**src/rtl/snn_timestep_ctrl_if.sv**
```systemverilog
// Handshake and status bundle between the timestep sequencer and its controller.
interface snn_timestep_ctrl_if;
    logic        start;
    logic        abort;
    logic        busy;
    logic        counter_clear;
    logic        spike_gate;
    logic        global_leak_time;
    logic [7:0]  step_idx;
    logic        sample_done;
    logic [15:0] sample_count;

    modport master (
        output start,
        output abort,
        input  busy,
        input  counter_clear,
        input  spike_gate,
        input  global_leak_time,
        input  step_idx,
        input  sample_done,
        input  sample_count
    );

    modport slave (
        input  start,
        input  abort,
        output busy,
        output counter_clear,
        output spike_gate,
        output global_leak_time,
        output step_idx,
        output sample_done,
        output sample_count
    );
endinterface

```
**src/rtl/snn_timestep_ctrl.sv**
```systemverilog
// Timestep sequencer feeding the spike counter / classifier stage.
// Per sample: clear counters, then STEPS_PER_SAMPLE x (integrate, leak),
// then hold the leak strobe while the downstream argmax settles.
module snn_timestep_ctrl #(
    parameter int unsigned STEP_CYCLES      = 64,
    parameter int unsigned LEAK_CYCLES      = 4,
    parameter int unsigned STEPS_PER_SAMPLE = 20,
    parameter int unsigned CLR_CYCLES       = 1,
    parameter int unsigned RESULT_CYCLES    = 12
) (
    input  logic                 CLK,
    input  logic                 RST_sync,
    snn_timestep_ctrl_if.slave   bus
);

    typedef enum logic [2:0] {
        IDLE  = 3'd0,
        CLEAR = 3'd1,
        INTEG = 3'd2,
        LEAK  = 3'd3,
        DONE  = 3'd4
    } state_t;

    localparam logic [15:0] CLR_LAST    = 16'(CLR_CYCLES - 1);
    localparam logic [15:0] STEP_LAST   = 16'(STEP_CYCLES - 1);
    localparam logic [15:0] LEAK_LAST   = 16'(LEAK_CYCLES - 1);
    localparam logic [15:0] RESULT_LAST = 16'(RESULT_CYCLES - 1);
    localparam logic [7:0]  STEP_IDX_LAST = 8'(STEPS_PER_SAMPLE - 1);

    state_t      state, state_nxt;
    logic [15:0] cyc, cyc_nxt;
    logic [7:0]  step_idx_q, step_idx_nxt;
    logic [15:0] sample_count_q, sample_count_nxt;
    logic        busy_q, busy_nxt;
    logic        clear_q, clear_nxt;
    logic        gate_q, gate_nxt;
    logic        leak_q, leak_nxt;
    logic        done_q, done_nxt;

    // Next-state, counters and registered-output decode.
    always_comb begin
        state_nxt        = state;
        cyc_nxt          = cyc + 16'd1;
        step_idx_nxt     = step_idx_q;
        sample_count_nxt = sample_count_q;
        done_nxt         = 1'b0;

        case (state)
            IDLE: begin
                cyc_nxt = 16'd0;
                if (bus.start && !bus.abort) begin
                    state_nxt    = CLEAR;
                    step_idx_nxt = 8'd0;
                end
            end
            CLEAR: begin
                if (cyc == CLR_LAST) begin
                    state_nxt = INTEG;
                    cyc_nxt   = 16'd0;
                end
            end
            INTEG: begin
                if (cyc == STEP_LAST) begin
                    state_nxt = LEAK;
                    cyc_nxt   = 16'd0;
                end
            end
            LEAK: begin
                if (cyc == LEAK_LAST) begin
                    cyc_nxt = 16'd0;
                    if (step_idx_q == STEP_IDX_LAST) begin
                        state_nxt = DONE;
                    end else begin
                        state_nxt    = INTEG;
                        step_idx_nxt = step_idx_q + 8'd1;
                    end
                end
            end
            DONE: begin
                if (cyc == RESULT_LAST) begin
                    state_nxt        = IDLE;
                    cyc_nxt          = 16'd0;
                    done_nxt         = 1'b1;
                    sample_count_nxt = sample_count_q + 16'd1;
                end
            end
            default: begin
                state_nxt = IDLE;
                cyc_nxt   = 16'd0;
            end
        endcase

        // Abort drops straight back to IDLE without completing the sample.
        if (state != IDLE && bus.abort) begin
            state_nxt        = IDLE;
            cyc_nxt          = 16'd0;
            step_idx_nxt     = step_idx_q;
            sample_count_nxt = sample_count_q;
            done_nxt         = 1'b0;
        end

        busy_nxt  = (state_nxt != IDLE);
        clear_nxt = (state_nxt == CLEAR);
        gate_nxt  = (state_nxt == INTEG);
        leak_nxt  = (state_nxt == LEAK) || (state_nxt == DONE);
    end

    // State, counters and output registers; asynchronous reset clears all.
    always_ff @(posedge CLK or posedge RST_sync) begin
        if (RST_sync) begin
            state          <= IDLE;
            cyc            <= 16'd0;
            step_idx_q     <= 8'd0;
            sample_count_q <= 16'd0;
            busy_q         <= 1'b0;
            clear_q        <= 1'b0;
            gate_q         <= 1'b0;
            leak_q         <= 1'b0;
            done_q         <= 1'b0;
        end else begin
            state          <= state_nxt;
            cyc            <= cyc_nxt;
            step_idx_q     <= step_idx_nxt;
            sample_count_q <= sample_count_nxt;
            busy_q         <= busy_nxt;
            clear_q        <= clear_nxt;
            gate_q         <= gate_nxt;
            leak_q         <= leak_nxt;
            done_q         <= done_nxt;
        end
    end

    assign bus.busy             = busy_q;
    assign bus.counter_clear    = clear_q;
    assign bus.spike_gate       = gate_q;
    assign bus.global_leak_time = leak_q;
    assign bus.step_idx         = step_idx_q;
    assign bus.sample_done      = done_q;
    assign bus.sample_count     = sample_count_q;

endmodule

```
**src/flat_wrapper.sv**
```systemverilog
// flat-port wrapper written by rule: the top's interface ports become plain ports
module snn_timestep_ctrl_flat 
#(
    parameter int unsigned STEP_CYCLES      = 64,
    parameter int unsigned LEAK_CYCLES      = 4,
    parameter int unsigned STEPS_PER_SAMPLE = 20,
    parameter int unsigned CLR_CYCLES       = 1,
    parameter int unsigned RESULT_CYCLES    = 12
)
  (CLK, RST_sync, bus_start, bus_abort, bus_busy, bus_counter_clear, bus_spike_gate, bus_global_leak_time, bus_step_idx, bus_sample_done, bus_sample_count);
  snn_timestep_ctrl_if bus_i ();
  input  logic CLK;
  input  logic RST_sync;
  input wire logic [$bits(bus_i.start)-1:0] bus_start;
  input wire logic [$bits(bus_i.abort)-1:0] bus_abort;
  output wire logic [$bits(bus_i.busy)-1:0] bus_busy;
  output wire logic [$bits(bus_i.counter_clear)-1:0] bus_counter_clear;
  output wire logic [$bits(bus_i.spike_gate)-1:0] bus_spike_gate;
  output wire logic [$bits(bus_i.global_leak_time)-1:0] bus_global_leak_time;
  output wire logic [$bits(bus_i.step_idx)-1:0] bus_step_idx;
  output wire logic [$bits(bus_i.sample_done)-1:0] bus_sample_done;
  output wire logic [$bits(bus_i.sample_count)-1:0] bus_sample_count;
  assign bus_i.start = bus_start;
  assign bus_i.abort = bus_abort;
  assign bus_busy = bus_i.busy;
  assign bus_counter_clear = bus_i.counter_clear;
  assign bus_spike_gate = bus_i.spike_gate;
  assign bus_global_leak_time = bus_i.global_leak_time;
  assign bus_step_idx = bus_i.step_idx;
  assign bus_sample_done = bus_i.sample_done;
  assign bus_sample_count = bus_i.sample_count;
  snn_timestep_ctrl #(.STEP_CYCLES(STEP_CYCLES), .LEAK_CYCLES(LEAK_CYCLES), .STEPS_PER_SAMPLE(STEPS_PER_SAMPLE), .CLR_CYCLES(CLR_CYCLES), .RESULT_CYCLES(RESULT_CYCLES)) u_core (.CLK(CLK), .RST_sync(RST_sync), .bus(bus_i));
endmodule
```
**config.mk**
```make
export PLATFORM = sky130hd
export DESIGN_NAME = snn_timestep_ctrl_flat
export DESIGN_NICKNAME = d
export VERILOG_FILES = /design/src/rtl/snn_timestep_ctrl_if.sv /design/src/rtl/snn_timestep_ctrl.sv /design/src/flat_wrapper.sv
export SDC_FILE = /design/constraint.sdc
export NUM_CORES = 1
export LEC_CHECK = 0
export BUFFER_PORTS_ARGS = -buffer_cell sky130_fd_sc_hd__buf_2
export CORE_MARGIN = 3
export CORE_UTILIZATION = 52
export DETAILED_ROUTE_END_ITERATION = 16
export PLACE_DENSITY = 0.73
export SKIP_LAST_GASP = 1
export SYNTH_ARGS = -nofsm -noshare
export SYNTH_HDL_FRONTEND = slang
export SYNTH_SLANG_ARGS = --single-unit
```
**constraint.sdc**
```tcl
create_clock -name CLK -period 2.2 [get_ports CLK]
set_clock_uncertainty 0.15 [all_clocks]
set_input_delay 0.44 -clock CLK [delete_from_list [all_inputs] [get_ports CLK]]
set_output_delay 0.44 -clock CLK [all_outputs]
set_load 0.05 [all_outputs]
```
==> flow_summary.json, run 1 <==
{
  "outcome": "finished clean",
  "post-route-drc-count": 0,
  "clockBufferDepth": 2,
  "grt_max_degree": 26,
  "irDropWorstVdd_mv": 0.343,
  "core.rowCount": 24,
  "rsz0062_at_grt": "yes",
  "worstPathBufferInverterCount": 0,
  "synth_flop_cell": "dfrtp_1",
  "start_util_pct": 55.6,
  "postRouteAntennaNets": 0,
  "rr_worst_depth": 5,
  "netlist_area_um2": 2500,
  "synthArstFlopShare_pct": 100,
  "ioPinCount": 33,
  "antenna_cells_inserted": 0,
  "crit_end": "u_core.bus.sample_count[8]",
  "htree_levels": 2,
  "avgSynthCellArea_um2": 10.1,
  "slew_violations": 0,
  "dp_hpwl_mm": 3.73,
  "yosys.area.top_type": "dfrtp_1",
  "power.density_nw_per_um2": 578,
  "placed_cell_area_um2": 2890,
  "die_height_um": 75.4,
  "area_growth_pct": 24.2,
  "startpoint_type": "flip-flop",
  "cts_made_buffers": 5,
  "path_class": "flip-flop to flip-flop",
  "port-buffer-count": 32,
  "whs_ns": 0.000522,
  "stdcell_area_um2": 3110,
  "r2r_slack_ns": 0.06,
  "synth_cell_type_count": 46,
  "maxCapViolations": 0,
  "clockRootBuffer": "clkbuf_8",
  "grtUsageTotal_pct": 19.5,
  "clkTransAtPathRegs_ns": 0.10,
  "power_mw": 1.80,
  "syn_inst": 247,
  "worstMarginPinSlew_ns": 0.522,
  "cp_data_arrival_time_ns": 2.23,
  "cp_slowest_cell": "or4_4",
  "synth_top_area_share_pct": 48.0,
  "max_freq_mhz": 467,
  "gr-total-overflow": 0,
  "first_global_vias": 1894,
  "numPlacedInstances": 350,
  "min_period_ns": 2.14,
  "grt_first_pass_wirelength_mm": 8.52,
  "setup_viol": 0,
  "vias_per_cell": 5.52,
  "crit_chain": "nor4_4 > nand4_2 > or4_4 > nor2_1 > xor2_1",
  "clock_sinks": 48,
  "cts_tree": "built",
  "coreArea_um2": 4500,
  "fin_nets": 318,
  "antenna_found_initial": 0,
  "p_leak_nw": 1.45,
  "die_w_um": 75.4,
  "r2r_end": "u_core.bus.sample_count[8]",
  "ys_top_cells_by_area": "dfrtp_1, xnor2_1, nand3_1, xor2_1, nor2_1",
  "fin_crit_sh_pct": 97.3,
  "r2r_start": "u_core.cyc[8]",
  "hold_path_class": "input pin to async pin",
  "dieArea_um2": 5680,
  "critPathMaxStageDelay_ns": 0.60,
  "cp-startpoint": "u_core.cyc[8]",
  "route.final.wire_length_mm": 5.21,
  "gp_congestion": 0.885,
  "required_ns": 2.29,
  "slew_headroom_pct": 65.2,
  "crit_cells": 5,
  "drive_gt1_share_pct": 31.5,
  "drt_iter0_markers": 130,
  "yosysMostFrequentCell": "dfrtp_1",
  "yosysWarningCount": 0,
  "fin_cells": 363,
  "hold_viol": 0,
  "dr.pass1.iters": 4,
  "cp_top_family": "simple AND/OR/NAND/NOR gates",
  "ys_seq_area_share_pct": 48.0,
  "clk_latency_ns": 0.31,
  "synth_edf_count": 0,
  "end_kind": "flip-flop",
  "ys_ff_latch": 48,
  "synth_nets": 255,
  "vias": 2003,
  "post_drt_wl_per_cell_um": 14.3,
  "ys_top_cells_by_count": "dfrtp_1, nor2_1, nand3_1",
  "path_max_fanout": 5
}
==> flip-flops by register name, indices dropped and copies added, names as in the netlist <==
name	flops
u_core.bus.step_idx	8
u_core.bus.sample_count	16
u_core.bus.sample_done	1
u_core.bus.global_leak_time	1
u_core.bus.counter_clear	1
u_core.cyc	16
u_core.state	3
u_core.bus.spike_gate	1
u_core.bus.busy	1
==> power breakdown <==
part           internal [mW]  total [mW]  switching, mW
clock network          0.343       0.660          0.317
logic                 0.0803       0.225          0.145
registers              0.899       0.912         0.0132
total                   1.32        1.80          0.475
==> what timing repair did <==
item | CTS | global route
gates resized for setup | 3 | 12
buffers inserted | 0 | 5
hold buffers | 0 | 0
pin swaps | 1 | 8
endpoints found under the setup margin | 14 | 14
==> metal layers <==
metal	vias to the layer above	share of wire (%)	wire, um	GRT usage (%)
met1	955	47	2440	25.4
li1	1003	-	-	-
met5	-	0	0	0
met4	0	1.6	85	6.41
met3	8	3.2	166	4.35
met2	37	48	2520	32.4
==> cell type report <==
type	instances	area, um2
clock buffer	5	68.8
timing repair buffer	65	424
multi-input combinational	181	1270
tap	52	65.1
fill	351	1390
clock inverter	3	47.5
sequential	48	1200
inverter	9	33.8
==> stage by stage <==
stage | utilization, % | setup slack, ns | setup TNS [ns]
finish | 69.1 | 0.0590 | 0
global route | 69.1 | -0.0424 | -0.267
CTS | 67.0 | -0.00317 | -0.00491
detailed placement | 64.2 | -0.0446 | -0.151
global placement | 64.2 | 0.0393 | 0
floorplan | - | 0.0826 | 0
==> layout by cell type (no fill, tap or decap), drive strengths merged, types with 2 or more instances in the layout <==
cell type and count:
nand2 19, inv 9, nand3b 2, xor2 12
buf 65, dfrtp 48, nor4 7, and4 3
nor3 4, clkinv 2, a21oi 7, or4 7
nor4b 4, a31oi 2, nor3b 2, and2 5
nand4 7, nand3 21, o31ai 6, xnor2 18
ha 4, o21ai 4, nor2 27, clkbuf 5
and3 6, nand2b 2
==> how the worst min path moves through the flow <==
| stage | cells after the start | slack, ns | endpoint | startpoint |
|---|---|---|---|---|
| after floorplan | 1 | 0.32 | u_core.cyc[0] | u_core.cyc[0] |
| after global placement | 1 | 0.31 | u_core.bus.sample_count[15] | u_core.bus.sample_count[15] |
| after detailed placement | 1 | 0.31 | u_core.bus.sample_count[15] | u_core.bus.sample_count[15] |
| after CTS | 2 | 0.02 | u_core.cyc[15] | RST_sync |
| after global routing | 2 | 0.03 | u_core.cyc[15] | RST_sync |
| final | 2 | 0.0005 | u_core.cyc[11] | RST_sync |
==> kinds of logic after synthesis <==
group / synth area share, %
mux: 0.850
buf+inv: 3.85
compound gates: 7.50
fa+ha+maj: 2.00
flops: 48.0
simple gates: 27.3
xor+xnor: 10.5
Power figures use the tool's default switching activity.
==> run 2, diff against run 1 <==
--- a/config.mk
+++ b/config.mk
@@ -10,6 +10,7 @@
 export CORE_UTILIZATION = 52
 export DETAILED_ROUTE_END_ITERATION = 16
 export PLACE_DENSITY = 0.73
+export REMOVE_ABC_BUFFERS = 1
 export SKIP_LAST_GASP = 1
 export SYNTH_ARGS = -nofsm -noshare
 export SYNTH_HDL_FRONTEND = slang
==> run 2 against run 1 <==
  * The flow now finishes with violations (hold timing)
  * Critical endpoint is now u_core.bus.step_idx[6]
  * Hold slack worse by 0.0038 ns
  * Design area down 1.4%
  * Worst setup slack worse by 0.00074 ns
  * Clock power fell by 15%
  * Sequential power barely moved
  * Non-clock buffer count fell by 3
  * Global-route usage shrank 0.55 points
  * Fmax is essentially flat
  * Largest power group unchanged
  * Die area did not move
  * Flip-flop and latch count stayed put
  * Count of clock-buffer cells in the layout is 1 higher
  * Critical path depth is 1 higher
==> flow_summary.json, run 2 (synthesis results as in run 1) <==
{
  "outcome": "finished with violations",
  "violations": "hold timing",
  "internal-power_mw": 1.23,
  "wl_met3_um": 160,
  "cts_made_buffers": 5,
  "die_w_um": 75.4,
  "r2r_start": "u_core.cyc[11]",
  "power_mw": 1.68,
  "required_ns": 2.28,
  "grt_max_degree": 28,
  "final_cell_mix": "dfrtp_1, buf_2, buf_4",
  "hold_buffers": 0,
  "clock_sinks": 48,
  "path_class": "flip-flop to flip-flop",
  "met1_length_mm": 2.48,
  "irDropWorstVdd_mv": 0.350,
  "drt_iter0_markers": 186,
  "pre_cts_slack_ns": -0.0507,
  "grtUsageTotal_pct": 19.0,
  "port-buffer-count": 32,
  "slew_headroom_pct": 67.6,
  "grt_first_pass_wirelength_mm": 8.24,
  "cp-startpoint": "u_core.cyc[11]",
  "dp_hpwl_mm": 3.64,
  "power_frac_seq_pct": 54.1,
  "wl_met2_mm": 2.33,
  "die_height_um": 75.4,
  "core.rowCount": 24,
  "p_leak_nw": 1.45,
  "p_sw_share_pct": 27.0,
  "setup_slack_ns": 0.0582,
  "r2r_end": "u_core.bus.step_idx[6]",
  "fin_crit_sh_pct": 97.4,
  "n_fill_cell": 364,
  "fin_nets": 315,
  "hold_path_class": "input pin to async pin",
  "cp_data_arrival_time_ns": 2.23,
  "gp_congestion": 0.840,
  "ioPinCount": 33,
  "rr_worst_depth": 6,
  "post_drt_wl_per_cell_um": 14.0,
  "final_common_cell": "dfrtp_1",
  "route.final.wire_length_mm": 5.05,
  "whs_ns": -0.00332,
  "power_frac_clock_pct": 33.4,
  "first_global_vias": 1763,
  "drive_gt1_share_pct": 29.2,
  "area_growth_pct": 22.5,
  "crit_end": "u_core.bus.step_idx[6]",
  "postRouteAntennaNets": 0,
  "max_freq_mhz": 467,
  "vias_per_cell": 5.51,
  "worstMarginPinSlew_ns": 0.485,
  "start_util_pct": 55.6,
  "setup_viol": 0,
  "clockRootBuffer": "clkbuf_8",
  "switchingPower_mw": 0.454,
  "end_kind": "flip-flop",
  "startpoint_type": "flip-flop",
  "clockBufferDepth": 2,
  "coreArea_um2": 4500,
  "dr.pass1.iters": 4,
  "min_period_ns": 2.14,
  "cts_tree": "built",
  "rsz0062_at_grt": "yes",
  "clk_latency_ns": 0.31,
  "gr-total-overflow": 0,
  "post-route-drc-count": 0,
  "hold_viol": 19,
  "antenna_found_initial": 0,
  "antenna_cells_inserted": 0,
  "power_frac_comb_pct": 12.5,
  "top_layer_used": "met4",
  "power.density_nw_per_um2": 548,
  "htree_levels": 2,
  "clkTransAtPathRegs_ns": 0.09,
  "path_max_fanout": 12,
  "slew_violations": 0,
  "maxCapViolations": 0,
  "r2r_slack_ns": 0.06,
  "tns_ns": 0,
  "vias": 1985,
  "dieArea_um2": 5680
}
-- run 2: how the worst min path moves through the flow --
stage | from | endpoint
floorplan | u_core.cyc[0] | u_core.cyc[0]
global placement | u_core.bus.sample_count[15] | u_core.bus.sample_count[15]
detailed placement | u_core.bus.sample_count[15] | u_core.bus.sample_count[15]
CTS | RST_sync | u_core.state[1]
global route | RST_sync | u_core.bus.step_idx[4]
finish | RST_sync | u_core.bus.sample_count[3]
-- run 2: cell type report --
type / count / area (um2) / area share, %
multi-input cells: 181 / 1270 / 41.5
flip-flops and latches: 48 / 1200 / 39.2
repair buffers: 62 / 398 / 13.0
clock buffers: 6 / 82.6 / 2.69
well taps: 52 / 65.1 / 2.12
inverters: 9 / 33.8 / 1.10
clock inverters: 2 / 13.8 / 0.449
-- run 2: power groups by stage --
stage	sequential, mW	combinational (mW)	clock [mW]
finish	0.910	0.210	0.561
global route	0.913	0.230	0.624
CTS	0.910	0.205	0.577
detailed placement	0.927	0.203	0
global placement	0.928	0.202	0
floorplan	0.971	0.0897	0
-- run 2: layer usage --
metal / vias to the layer above / GRT usage [%]
met5: - / 0
met4: 0 / 6.41
met3: 9 / 4.09
met2: 28 / 29.2
met1: 951 / 26.6
li1: 997 / -
-- run 2: critical path, stage by stage, from the launching register on --
cell	delay, ns
dfrtp_2	0.43
nor4_4	0.27
buf_4	0.18
and4_4	0.26
o22ai_4	0.12
or4_1	0.48
a21oi_1	0.17
-- run 2: repair_timing --
| item | 4_1_cts | 5_1_grt |
|---|---|---|
| endpoints found under the setup margin | 23 | 31 |
| setup buffers | 0 | 3 |
| pin swaps | 0 | 6 |
| resized for setup | 2 | 12 |
-- run 2: per-stage QoR --
stage	area, um2	instances	util (%)
3_3_place_gp	2880	349	64.0
3_5_place_dp	2880	349	64.0
5_1_grt	3070	360	68.1
4_1_cts	2990	357	66.3
2_1_floorplan	2440	238	-
6_report	3070	360	68.1
